--- src/rtl/swin_conf_decoder.sv ---
// Config-driven sliding-window writer: fetches entries from config BRAM and
// scatters incoming pixel beats into rotating line-buffer bank rows.
module swin_conf_decoder #(
   parameter int PIX_W       = 8,
   parameter int LANES       = 8,
   parameter int BANKS       = 3,
   parameter int CYC_W       = 8,
   parameter int CONF_ADDR_W = 9,
   parameter int CONF_BRAM_W = 72
) (
   input  logic                           clk,
   input  logic                           rst,
   input  logic                           dec_en,
   input  logic                           restart,
   output logic [CONF_ADDR_W-1:0]         conf_bram_rd_addr,
   input  logic [CONF_BRAM_W-1:0]         conf_bram_rd_data,
   input  logic                           pix_in_vld,
   input  logic [LANES*PIX_W-1:0]         pix_in_data,
   output logic                           pix_in_rdy,
   output logic [BANKS*2*LANES*PIX_W-1:0] wr_data,
   output logic [BANKS*2*LANES-1:0]       wr_data_mask,
   output logic [BANKS-1:0]               wr_data_en,
   output logic                           entry_done,
   output logic                           frame_done
);
   localparam int OFS_W  = $clog2(LANES);
   localparam int ROW_W  = 2*LANES*PIX_W;
   localparam int SLOT_W = 2*LANES;
   localparam int FLD_W  = OFS_W + BANKS + CYC_W + 1;

   localparam logic [1:0] S_IDLE  = 2'd0;
   localparam logic [1:0] S_FETCH = 2'd1;
   localparam logic [1:0] S_LOAD  = 2'd2;
   localparam logic [1:0] S_RUN   = 2'd3;

   logic [1:0]             state_q, state_d;
   logic [CONF_ADDR_W-1:0] addr_q, addr_d;
   logic [CYC_W-1:0]       cnt_q, cnt_d;
   logic [OFS_W-1:0]       ofs_q, ofs_d;
   logic [BANKS-1:0]       sel_q, sel_d;
   logic                   ret_q, ret_d;

   logic [BANKS*ROW_W-1:0]  wr_data_q, wr_data_d;
   logic [BANKS*SLOT_W-1:0] wr_mask_q, wr_mask_d;
   logic [BANKS-1:0]        wr_en_q, wr_en_d;
   logic                    entry_done_q, entry_done_d;
   logic                    frame_done_q, frame_done_d;

   logic [OFS_W-1:0] c_ofs;
   logic [BANKS-1:0] c_ord;
   logic [CYC_W-1:0] c_cyc;
   logic             c_ret;
   logic             unused_conf_hi;

   assign c_ofs = conf_bram_rd_data[OFS_W-1:0];
   assign c_ord = conf_bram_rd_data[OFS_W +: BANKS];
   assign c_cyc = conf_bram_rd_data[OFS_W+BANKS +: CYC_W];
   assign c_ret = conf_bram_rd_data[OFS_W+BANKS+CYC_W];
   assign unused_conf_hi = ^conf_bram_rd_data[CONF_BRAM_W-1:FLD_W];

   logic xfer, last, out_vld;
   logic [ROW_W-1:0]  row;
   logic [SLOT_W-1:0] mrow;

   assign pix_in_rdy = (state_q == S_RUN);
   assign xfer       = pix_in_vld & pix_in_rdy;
   assign last       = xfer & (cnt_q == '0);
   // a restart in the same cycle cancels the write side-effects of that beat
   assign out_vld    = xfer & ~restart;
   assign row        = ROW_W'(pix_in_data) << (ofs_q * PIX_W);
   assign mrow       = SLOT_W'({LANES{1'b1}}) << ofs_q;

   always_comb begin
      state_d = state_q;
      addr_d  = addr_q;
      cnt_d   = cnt_q;
      ofs_d   = ofs_q;
      sel_d   = sel_q;
      ret_d   = ret_q;
      case (state_q)
         S_IDLE:  if (dec_en) state_d = S_FETCH;
         S_FETCH: state_d = S_LOAD;
         S_LOAD: begin
            ofs_d   = c_ofs;
            sel_d   = (c_ord == '0) ? BANKS'(1) : c_ord;
            cnt_d   = c_cyc;
            ret_d   = c_ret;
            state_d = S_RUN;
         end
         S_RUN: begin
            if (last) begin
               addr_d  = ret_q ? '0 : addr_q + CONF_ADDR_W'(1);
               state_d = dec_en ? S_FETCH : S_IDLE;
            end else if (xfer) begin
               cnt_d = cnt_q - CYC_W'(1);
               sel_d = {sel_q[0], sel_q[BANKS-1:1]};
            end
         end
         default: state_d = S_IDLE;
      endcase
      if (restart) begin
         addr_d  = '0;
         cnt_d   = '0;
         sel_d   = '0;
         state_d = dec_en ? S_FETCH : S_IDLE;
      end
   end

   always_comb begin
      wr_data_d = '0;
      wr_mask_d = '0;
      wr_en_d   = '0;
      for (int b = 0; b < BANKS; b++) begin
         if (out_vld && sel_q[b]) begin
            wr_data_d[b*ROW_W +: ROW_W]   = row;
            wr_mask_d[b*SLOT_W +: SLOT_W] = mrow;
            wr_en_d[b]                    = 1'b1;
         end
      end
      entry_done_d = last & ~restart;
      frame_done_d = last & ~restart & ret_q;
   end

   always_ff @(posedge clk) begin
      if (rst) begin
         state_q      <= S_IDLE;
         addr_q       <= '0;
         cnt_q        <= '0;
         ofs_q        <= '0;
         sel_q        <= '0;
         ret_q        <= 1'b0;
         wr_data_q    <= '0;
         wr_mask_q    <= '0;
         wr_en_q      <= '0;
         entry_done_q <= 1'b0;
         frame_done_q <= 1'b0;
      end else begin
         state_q      <= state_d;
         addr_q       <= addr_d;
         cnt_q        <= cnt_d;
         ofs_q        <= ofs_d;
         sel_q        <= sel_d;
         ret_q        <= ret_d;
         wr_data_q    <= wr_data_d;
         wr_mask_q    <= wr_mask_d;
         wr_en_q      <= wr_en_d;
         entry_done_q <= entry_done_d;
         frame_done_q <= frame_done_d;
      end
   end

   assign conf_bram_rd_addr = addr_q;
   assign wr_data           = wr_data_q;
   assign wr_data_mask      = wr_mask_q;
   assign wr_data_en        = wr_en_q;
   assign entry_done        = entry_done_q;
   assign frame_done        = frame_done_q;
endmodule

--- config.mk ---
export PLATFORM = sky130hd
export DESIGN_NAME = swin_conf_decoder
export DESIGN_NICKNAME = d
export VERILOG_FILES = /design/src/rtl/swin_conf_decoder.sv
export SDC_FILE = /design/constraint.sdc
export NUM_CORES = 1
export LEC_CHECK = 0
export CAP_MARGIN = 20
export CORE_AREA = 3 3 229 231
export CTS_CLUSTER_SIZE = 16
export DETAILED_ROUTE_END_ITERATION = 10
export DIE_AREA = 0 0 232 234
export PLACE_DENSITY = 0.55
export SYNTH_ARGS = -nofsm -noshare
export SYNTH_HDL_FRONTEND = slang
export SYNTH_SLANG_ARGS = --single-unit
--- constraint.sdc ---
create_clock -name clk -period 2 [get_ports clk]
set_input_delay 0.4 -clock clk [delete_from_list [all_inputs] [get_ports clk]]
set_output_delay 0.4 -clock clk [all_outputs]
set_load 0.05 [all_outputs]
==> impl_metrics.json <==
{
  "final_area_um2": 22200,
  "critical_path_required_ps": 1600,
  "rows": 82,
  "yosysTopAreaCell": "dfxtp_1",
  "slowest_delay_ps": 560,
  "numCtsBuffers": 45,
  "drv_cap": 0,
  "io_buffer_count": 503,
  "crit_type": "reg -> out",
  "path_buf_inv": 1,
  "worst_hold_path_type": "in -> reg",
  "worstMarginPinSlew_ps": 678,
  "path_max_fanout": 5,
  "crit_slowest_cell": "dlygate4sd2_1",
  "drv_slew": 0,
  "dp.cells": 2626,
  "grt.total_usage": 0.217,
  "yosys_warnings": 0,
  "status": "completed",
  "ctsHoldBuffers": 0,
  "syn_inst": 1339,
  "final_common_cell": "dfxtp_1",
  "area_growth_pct": 58.5,
  "cts-root-buf": "clkbuf_16",
  "first_pass_iters": 5,
  "dieWidth_um": 232,
  "setup_viol": 0,
  "dp_hpwl_um": 48700,
  "cts.sinks": 436,
  "routed_via_density": 4.42,
  "drtIter0Drc": 561,
  "total_power_uw": 18400,
  "syn_area_per_cell_um2": 10.5,
  "async_reset_ff_frac": 0,
  "grt_pass1_wl_um": 85600,
  "route.detailed.drc": 0,
  "routed_wirelength_um": 61100,
  "period_needed_ps": 1920,
  "synth_area_um2": 14000,
  "core_um2": 50300,
  "grt_pass1_vias": 12300,
  "clk_latency_ps": 560,
  "stdcell_count": 2718,
  "setup_tns_ps": 0,
  "cp_top_family": "buffers and inverters",
  "drive_above_1_share": 0.194,
  "io-pin-count": 588,
  "synth_edf_count": 0,
  "final_cell_mix": "dfxtp_1, nor2_1, dlygate4sd2_1, buf_4, clkdlybuf4s50_1",
  "finalHoldViolCount": 0,
  "clk_pin_slew_ps": 60,
  "ant_nets": 0,
  "power_density_nw_per_um2": 830,
  "fin_crit_sh": 0.958,
  "netlist_top_cells_area": "dfxtp_1, nor2_1, mux2i_1",
  "synth_ff_type": "dfxtp_1",
  "fin_util": 0.442,
  "yosysUniqueCellTypes": 59,
  "grt_overflow": 0,
  "cp-start-kind": "flop",
  "dieHeight_um": 234,
  "rsz0062_at_grt": "no",
  "cts_tree": "done",
  "clock_skew_ps": 14.4,
  "antenna_found_initial": 8,
  "ir_drop_v": 0.000714,
  "ys_ff_latch": 436,
  "vias": 12000,
  "maxSlewHeadroom": 0.546,
  "cts_htree_levels": 2,
  "crit_chain": "dlygate4sd2_1",
  "grt_max_degree": 39,
  "place_area_um2": 21100,
  "die_area_um2": 54300,
  "cts_max_path_buffers": 3,
  "num-nets-final": 2152,
  "crit_path_end_kind": "output port",
  "wl_per_cell_um": 22.5,
  "fmax_mhz": 522,
  "synth.yosys.seq_area_share": 0.623,
  "start_util": 0.279,
  "p_leak_uw": 0.0109,
  "worst_ep_arrival_time_ps": 1520,
  "synth_top_area_share": 0.623,
  "gp_congestion": 0.830
}
per-layer routing:
metal  global-route usage  wire length [µm]
met1                0.266             25400
met5                    0                65
met3               0.0538              3930
met2                0.372             29900
met4               0.0720              1750
synth_stat cells (all sizes together), types with 12 or more instances:
master	n
a22oi	22
nand3	12
a21oi	46
inv	27
and3	27
nor2	389
nor2b	15
nand2	35
mux2i	76
buf	68
clkbuf	36
dfxtp	436
mux2	52
through the flow:
step / setup slack (ps) / hold WS, ps
after floorplan: 15.7 / 456
after global placement: -283 / 478
after detailed placement: -287 / 495
after CTS: 11.3 / 419
after global routing: 2.13 / 467
final: 83.2 / 460
registers in the layout, indices dropped and copies added, names as in the netlist:
register	flops
wr_data_mask	45
ofs_q	3
entry_done	1
cnt_q	8
wr_data_en	3
state_q	2
frame_done	1
conf_bram_rd_addr	9
ret_q	1
sel_q	3
wr_data	360
final cells by class:
class / instances / area [µm²]
antenna: 8 / 20.0
clock buffer: 64 / 1320
clock inverter: 17 / 184
sequential: 436 / 8740
multi-input combinational: 797 / 4780
inverter: 28 / 105
fill: 4931 / 28100
timing repair buffer: 696 / 6230
tap: 672 / 841
kinds of logic (layout without fill, tap and decap cells):
logic type,after synthesis,after routing,share of synthesized area
AND/OR/NAND/NOR,510,510,0.156
flip-flops,436,436,0.623
multiplexers,136,136,0.109
buffers and inverters,132,805,0.0487
AO/OA/AOI/OAI,113,113,0.0550
adder cells (fa/ha/maj),7,7,0.00625
XOR/XNOR,4,4,0.00250
other,1,35,0.000268
repair_timing:
action | 4_1_cts | 5_1_grt
buffers inserted | 1 | 2
gates resized for setup | 384 | 8
endpoints found under the setup margin | 429 | 27
pin swaps | 1 | 0
path summary, 6_finish.rpt:
path / slack (ps) / end / cells after the start / startpoint
max reg2reg: 90 / wr_data[160] / 7 / ofs_q[1]
max: 80 / conf_bram_rd_addr[5] / 1 / conf_bram_rd_addr[5]
min reg2reg: 510 / cnt_q[5] / 2 / cnt_q[5]
min: 460 / ret_q / 3 / conf_bram_rd_data[14]
power breakdown:
group          total (µW)  internal (µW)  switching (µW)
sequential           8700           8690            11.3
clock                8450           5000            3450
combinational        1290            553             733
total               18400          14200            4200
No activity file was read; power rests on OpenSTA's default activity.
